<file path="src/rtl/qe_pkg.sv">
// Shared quadrature types: Gray phase constants, generator FSM states, default widths.
// Latency: n/a (types, constants and a pure next-phase function only).
// Backpressure: n/a.
package qe_pkg;

   // Default widths, shared with the quadrature decoder so counts line up.
   localparam int QE_CW   = 8;
   localparam int QE_DW   = 8;
   localparam int QE_POSW = 4;

   // Phase is {i,q}. Forward order PH0->PH1->PH2->PH3->PH0 has I leading Q.
   typedef logic [1:0] phase_t;
   localparam phase_t PH0 = 2'b00;
   localparam phase_t PH1 = 2'b10;
   localparam phase_t PH2 = 2'b11;
   localparam phase_t PH3 = 2'b01;

   typedef enum logic [1:0] {
      IDLE = 2'd0,
      RUN  = 2'd1,
      FIN  = 2'd2
   } state_t;

   // One Gray step; every transition flips exactly one of i/q.
   function automatic phase_t phase_next(input phase_t ph, input logic fwd);
      phase_t nx;
      case (ph)
         PH0:     nx = fwd ? PH1 : PH3;
         PH1:     nx = fwd ? PH2 : PH0;
         PH2:     nx = fwd ? PH3 : PH1;
         default: nx = fwd ? PH0 : PH2;
      endcase
      return nx;
   endfunction

endpackage

</file>
<file path="src/rtl/qe_phase.sv">
// Quadrature phase register: advances one Gray step per step pulse in the given direction.
// Latency: i/q change on the clock edge that samples step=1.
// Backpressure: none; step is acted on unconditionally.
// Ports: clk, clr (sync, active-high), step (advance this cycle), dir (1=forward),
//        i/q (registered phase bits).
module qe_phase
   import qe_pkg::*;
(
   input  logic clk,
   input  logic clr,
   input  logic step,
   input  logic dir,
   output logic i,
   output logic q
);

   phase_t ph;

   always_ff @(posedge clk) begin
      if (clr) begin
         ph <= PH0;
      end else if (step) begin
         ph <= phase_next(ph, dir);
      end
   end

   assign i = ph[1];
   assign q = ph[0];

endmodule

</file>
<file path="src/rtl/qgen.sv">
// Quadrature generator: takes move commands and emits one Gray-coded I/Q edge per step.
// Latency: step k of a command accepted at edge T0 appears at edge T0+k*div.
// Backpressure: cmd_ready is high only in IDLE; commands wait until the previous one has finished.
// Ports: clk, clr (sync, active-high); cmd_valid/cmd_ready handshake with cmd_dir,
//        cmd_steps, cmd_div; abort; outputs i, q, busy, done (1-cycle pulse), pos (wrapping).
module qgen
   import qe_pkg::*;
#(
   parameter int CW   = QE_CW,
   parameter int DW   = QE_DW,
   parameter int POSW = QE_POSW
) (
   input  logic            clk,
   input  logic            clr,
   input  logic            cmd_valid,
   output logic            cmd_ready,
   input  logic            cmd_dir,
   input  logic [CW-1:0]   cmd_steps,
   input  logic [DW-1:0]   cmd_div,
   input  logic            abort,
   output logic            i,
   output logic            q,
   output logic            busy,
   output logic            done,
   output logic [POSW-1:0] pos
);

   state_t          state;
   state_t          state_nxt;
   logic            dir_r;
   logic [CW-1:0]   remaining;
   logic [DW-1:0]   div_r;
   logic [DW-1:0]   timer;
   logic [DW-1:0]   div_eff;
   logic            accept;
   logic            step_en;

   // A zero divider would never expire; run it at the fastest legal rate.
   assign div_eff = (cmd_div == '0) ? DW'(1) : cmd_div;

   // Pure state decode: no combinational path from any input.
   assign cmd_ready = (state == IDLE);

   always_comb begin
      state_nxt = state;
      accept    = 1'b0;
      step_en   = 1'b0;
      case (state)
         IDLE: begin
            if (cmd_valid) begin
               accept    = 1'b1;
               // A zero-length move completes without ever entering RUN.
               state_nxt = (cmd_steps == '0) ? FIN : RUN;
            end
         end
         RUN: begin
            if (timer == DW'(1)) begin
               step_en = 1'b1;
               if (remaining <= CW'(1)) begin
                  state_nxt = FIN;
               end
            end
            // Abort only stops further edges; a coincident step still goes out.
            if (abort) begin
               state_nxt = FIN;
            end
         end
         FIN: begin
            state_nxt = IDLE;
         end
         default: begin
            state_nxt = IDLE;
         end
      endcase
   end

   always_ff @(posedge clk) begin
      if (clr) begin
         state <= IDLE;
      end else begin
         state <= state_nxt;
      end
   end

   always_ff @(posedge clk) begin
      if (clr) begin
         busy      <= 1'b0;
         done      <= 1'b0;
         pos       <= '0;
         dir_r     <= 1'b0;
         remaining <= '0;
         div_r     <= DW'(1);
         timer     <= DW'(1);
      end else begin
         // Registered copies of the next-state decode.
         busy <= (state_nxt == RUN);
         done <= (state_nxt == FIN);
         if (accept) begin
            dir_r     <= cmd_dir;
            remaining <= cmd_steps;
            div_r     <= div_eff;
            timer     <= div_eff;
         end else if (state == RUN) begin
            if (step_en) begin
               timer <= div_r;
               if (remaining != '0) begin
                  remaining <= remaining - CW'(1);
               end
               pos <= dir_r ? (pos + POSW'(1)) : (pos - POSW'(1));
            end else begin
               timer <= timer - DW'(1);
            end
         end
      end
   end

   qe_phase u_phase (
      .clk  (clk),
      .clr  (clr),
      .step (step_en),
      .dir  (dir_r),
      .i    (i),
      .q    (q)
   );

endmodule
</file>
<file path="config.mk">
export PLATFORM = sky130hd
export DESIGN_NAME = qgen
export DESIGN_NICKNAME = d
export VERILOG_FILES = /design/src/rtl/qe_pkg.sv /design/src/rtl/qe_phase.sv /design/src/rtl/qgen.sv
export SDC_FILE = /design/constraint.sdc
export NUM_CORES = 1
export LEC_CHECK = 0
export BUFFER_PORTS_ARGS = -buffer_cell sky130_fd_sc_hd__buf_2
export CAP_MARGIN = 0
export CELL_PAD_IN_SITES_DETAIL_PLACEMENT = 2
export CELL_PAD_IN_SITES_GLOBAL_PLACEMENT = 2
export CORE_AREA = 2 2 80 82
export CTS_CLUSTER_DIAMETER = 50
export DETAILED_ROUTE_END_ITERATION = 16
export DIE_AREA = 0 0 82 84
export PLACE_DENSITY = 0.89
export SKIP_LAST_GASP = 1
export SYNTH_ARGS = -nofsm -noshare
export SYNTH_HDL_FRONTEND = slang
export SYNTH_SLANG_ARGS = --single-unit
</file>
<file path="constraint.sdc">
create_clock -name clk -period 2.8 [get_ports clk]
set_input_delay 0.14 -clock clk [delete_from_list [all_inputs] [get_ports clk]]
set_output_delay 0.14 -clock clk [all_outputs]
set_load 0.1 [all_outputs]
</file>
==> After elaboration in Yosys (flattened, before gate mapping) <==
Cells that the tools add are included.
{ "word_totals": {"ff_bits": 35} }
{ "op_classes": {"muxes": 24, "eq_ne": 6, "n_lt_le_gt_ge": 1, "n_reduce_logical": 10, "n_bitwise": 1, "n_addsub": 4} }
{ "ops": {"columns": ["op", "n"], "rows": [
  ["$mux 8", 8],
  ["$mux 2", 9],
  ["$logic_not 8->1", 2],
  ["$sub 8x1->8 const B", 2],
  ["$eq 8x1->1 const B", 1],
  ["$le 8x1->1 const B", 1],
  ["$reduce_bool 8->1", 1],
  ["$eq 2x2->1 const B", 3],
  ["$pmux 2 s3", 1],
  ["$reduce_and 3->1", 2],
  ["$reduce_bool 2->1", 3],
  ["$add 4x1->4 const B", 1],
  ["$eq 2x1->1 const B", 2],
  ["$logic_not 2->1", 2],
  ["$mux 1", 4],
  ["$mux 4", 1],
  ["$pmux 2 s2", 1],
  ["$sub 4x1->4 const B", 1],
  ["$not 1->1", 1]
]} }

==> Depth between registers and ports, before layout <==
{ "logic_depth": {"ltp_word": 6, "depth_mapped": 9, "ltp_nobuf": 6} }

==> By module <==
From an unflattened synthesis, not the netlist that was laid out.
{ "hier_totals": {"hier_cells": 234, "area_unflattened_um2": 1878.1} }
{ "by_module_without_submodules": {"columns": ["mod", "seq_area_each_um2", "cells_each", "area_per_inst_um2", "instances"], "rows": [
  ["qgen", 660.6, 225, 1784.2, 1],
  ["qe_phase", 40.0, 9, 93.8, 1]
]} }

==> Worst setup path before layout <==
OpenSTA, ideal clock, no wires.
{ "synth_path": {"path_kind": "flip-flop to flip-flop", "from": "register pos[1]", "to": "register pos[3]", "setup_slack_ns": 0.621, "path_buffers": 0, "stages_incl_launch_ff": 6, "arrival_ns": 2.051, "synth_period_minus_slack_ns": 2.179, "t_required_ns": 2.672, "cell_sequence": "dfxtp_1 > ha_1 > a21o_1 > a21oi_1 > mux2i_1 > nand4b_1"} }
{ "synth_between": {"elab_chain_cells": 2, "elab_cells_between_ends": 3} }
{ "synth_lines": {"columns": ["item", "line_no", "text"], "rows": [
  ["from (decl)", "qgen.sv:25", "output logic [POSW-1:0] pos"],
  ["from (signal assigned)", "qgen.sv:109", "pos <= dir_r ? (pos + POSW'(1)) : (pos - POSW'(1));"],
  ["$sub 4x1->4 / $add 4x1->4 (equally long branches)", "qgen.sv:109", null],
  ["$mux 4 *", "qgen.sv:109", null]
]} }
Mark *: on every way between the ends. The rest lies on a longest branch, timed or not.
A chain may end at the register's enable or synchronous reset.

==> Worst setup path in the final report <==
{ "layout_path": {"from": "register timer[3]", "to": "register timer[7]"} }
{ "layout_between": {"elab_chain_cells": 6, "elab_cells_between_ends": 7} }
{ "layout_lines": {"columns": ["item", "line_no", "text"], "rows": [
  ["from (decl)", "qgen.sv:33", "logic [DW-1:0] timer;"],
  ["from (signal assigned)", "qgen.sv:102", "timer <= div_eff;"],
  ["from (signal assigned)", "qgen.sv:105", "timer <= div_r;"],
  ["from (signal assigned)", "qgen.sv:111", "timer <= timer - DW'(1);"],
  ["branches (longest 3 deep; another with $sub 8x1->8)", null, null],
  ["$mux 8 *", "qgen.sv:104", "if (step_en) begin"],
  ["$mux 8 *", "qgen.sv:103", "end else if (state == RUN) begin"],
  ["$mux 8 *", "qgen.sv:98", "if (accept) begin"]
]} }
Mark *: on every way between the ends. The select of a mux whose other input is x is not followed.

==> reports/qor.csv <==
metric,value,unit
run_status,"finished, final reports clean",
max-vdd-ir-drop,0.264,mV
hold_viol,0,
synth_edf_count,0,
gr-usage-met2,40.0,%
relSlewSlack,48.7,%
startpoint_type,flop,
fp-row-count,29,
grtUsageMet1,28.9,%
syn_inst,262,
fin_crit_sh,81.1,%
post_cts_buffers,0,
clock-skew-final,6.73,ps
crit_buf_inv,1,
final_common_cell,dfxtp_1,
fin_ws,529,ps
clk_latency,300,ps
holdBufCountCts,0,
ys_seq_elements,35,
gp_congestion,0.865,
maxCapViolCount,0,
syn_area_per_cell,8.00,um2
grt_max_degree,34,
drt-wirelength-per-cell,20.4,um
r2r_cells,5,
clock_sink_count,35,
diodes,0,
r2r-start,timer[3]$_SDFFE_PP0P_,
max_stage_delay,730,ps
async_reset_ff_share,0,%
tightest_slew,763,ps
min_to,dir_r$_SDFFE_PP0P_,
cts-root-buf,clkbuf_8,
r2r_slack,530,ps
syn-num-nets,291,
cts_tree,built,
clockBufferDepth,2,
setup_tns,0,ps
synth_cell_types,50,
grt-busiest-layer,met2,
synth_area,2100,um2
grt_pass1_wl,12100,um
total_power,0.00156,W
finalSetupViolCount,0,
grt_pass1_vias,2301,
fmax,440,MHz
cts_buffers,5,
gr-total-overflow,0,
cp_max_fo,12,
synthFlopType,dfxtp_1,
cp_cell_sequence,or4_1 > nor3_4 > buf_4 > nand2_1 > a311oi_1,
critical_path_required,3000,ps
crit_path_end_kind,flop,
vias,2173,
drtIter0Drc,68,
hp-start,cmd_dir,
antenna_found_initial,0,
final_layout_size_suffix_gt1_share,18.5,%
drv_slew,0,
io_pins,30,
synthToLayoutAreaGrowth,15.9,%
fin_nets,315,
core_area,6100,um2
gr-usage-met3,3.57,%
critical_path_class,reg2reg,
cpLargestDelayFamily,simple AND/OR/NAND/NOR gates,
rsz0062_at_grt,no,
hpwl,5060,um
die_x,82,um
postRouteAntennaNets,0,
clk_pin_slew,80,ps
dieArea,6890,um2
die_h,84,um
io_buffers,29,
hp-class,in2reg,
drt_first_pass_iters,4,
cts_max_level,2,
start_util,34.4,%
r2r_end,timer[7]$_SDFFE_PP0P_,
drcViolationCount,0,
finalWirelength,7410,um
period_needed,2270,ps
grt_usage,23.3,%
synth-seq-area-share,33.4,%
hold_depth,3,
yosys_warnings,0,
cp.arrival,2470,ps
hold-worst-slack,86.0,ps
powerDensity,643,nW/um2
slowest_stage,or4_1,
cts_resized,0,
layout_common_cells,"dfxtp_1 (35), nand2_1 (32), buf_2 (29), nor2_1 (21), a21oi_1 (17)",
p_leak,0.915,nW
fillers,716,
vias_per_cell,5.97,
placement.setup.worst_slack,566,ps
[sequential cells by signal, indices dropped and copies added, names as in the netlist]
register,count
div_r,8
remaining,8
timer,8
pos,4
state,2
u_phase.ph,2
busy,1
dir_r,1
done,1
[cells by family after synthesis]
group,count (synthesis),synth area share (%)
adder cells (fa/ha/maj),8,5.13
buffers and inverters,31,6.39
flip-flops,35,33.4
multiplexers,1,0.478
AO/OA/AOI/OAI,66,22.4
XOR/XNOR,4,1.67
AND/OR/NAND/NOR,117,30.5
[worst max-delay path by stage]
stage	from	end	slack [ps]	cells after the start
2_1_floorplan	pos[1]$_SDFFE_PP0P_	pos[3]$_SDFFE_PP0P_	620	5
3_3_place_gp	timer[3]$_SDFFE_PP0P_	timer[7]$_SDFFE_PP0P_	690	5
3_5_place_dp	timer[1]$_SDFFE_PP0P_	timer[7]$_SDFFE_PP0P_	570	7
4_1_cts	timer[3]$_SDFFE_PP0P_	timer[7]$_SDFFE_PP0P_	530	5
5_1_grt	timer[3]$_SDFFE_PP0P_	timer[7]$_SDFFE_PP0P_	330	5
6_report	timer[3]$_SDFFE_PP0P_	timer[7]$_SDFFE_PP0P_	530	5
[cell usage after synthesis (2+ instances only)]
cell type	count	share of area, %
ha_1	7	4.2
a31oi_1	3	0.90
nor2_1	21	3.8
nand3_1	8	1.9
inv_1	13	2.3
o41ai_1	4	1.7
dfxtp_1	35	33
nor3_1	14	3.3
buf_6	2	1.1
a221oi_1	2	0.84
or3_1	3	0.90
o21ai_0	7	1.7
a211oi_2	2	1.2
nand2_1	32	5.7
or4_1	6	2.1
or3b_2	3	1.3
o211ai_1	2	0.72
o31ai_1	5	1.8
o21a_1	4	1.4
xnor2_1	4	1.7
nand4b_1	2	0.84
a2111oi_0	2	0.84
a21oi_1	17	4.1
and3_1	2	0.60
nor4_2	2	1.2
a311oi_1	10	4.2
nor4_1	9	2.7
clkbuf_1	13	2.3
nor3b_1	4	1.4
a211oi_1	3	1.1
buf_2	2	0.48
[worst register-to-register path, stage by stage (launching register included)]
cell and delay (ps):
dfxtp_1 400, or4_1 730, nor3_4 410, buf_4 260, nand2_1 80, a311oi_1 290
[layer usage]
| layer | share of wire [%] | wire [um] | vias up |
|---|---|---|---|
| met4 | 2.0 | 151 | 0 |
| li1 | - | - | 1023 |
| met1 | 44 | 3250 | 1103 |
| met5 | 0 | 0 | - |
| met2 | 51 | 3780 | 34 |
| met3 | 3.1 | 226 | 13 |
[power by group]
group          switching, W  internal (W)  leakage (nW)
clock network      0.000205      0.000355        0.0644
registers         0.0000632      0.000541         0.288
logic              0.000269      0.000129         0.562
[through the flow]
| step | util [%] | area, um2 | std cells |
|---|---|---|---|
| 2_1_floorplan | - | 2100 | 262 |
| 3_3_place_gp | 37.6 | 2290 | 356 |
| 3_5_place_dp | 37.6 | 2290 | 356 |
| 4_1_cts | 39.9 | 2430 | 364 |
| 5_1_grt | 39.9 | 2430 | 364 |
| 6_report | 39.9 | 2430 | 364 |
[cell type report]
type	instances	area, um2	area share (%)
multi-input combinational	196	1260	51.9
clock buffer	5	68.8	2.83
sequential	35	701	28.8
inverter	14	52.6	2.16
tap	77	96.3	3.96
timing repair buffer	34	183	7.52
clock inverter	3	67.6	2.78
Note: power is estimated with default switching activity, not from simulation.
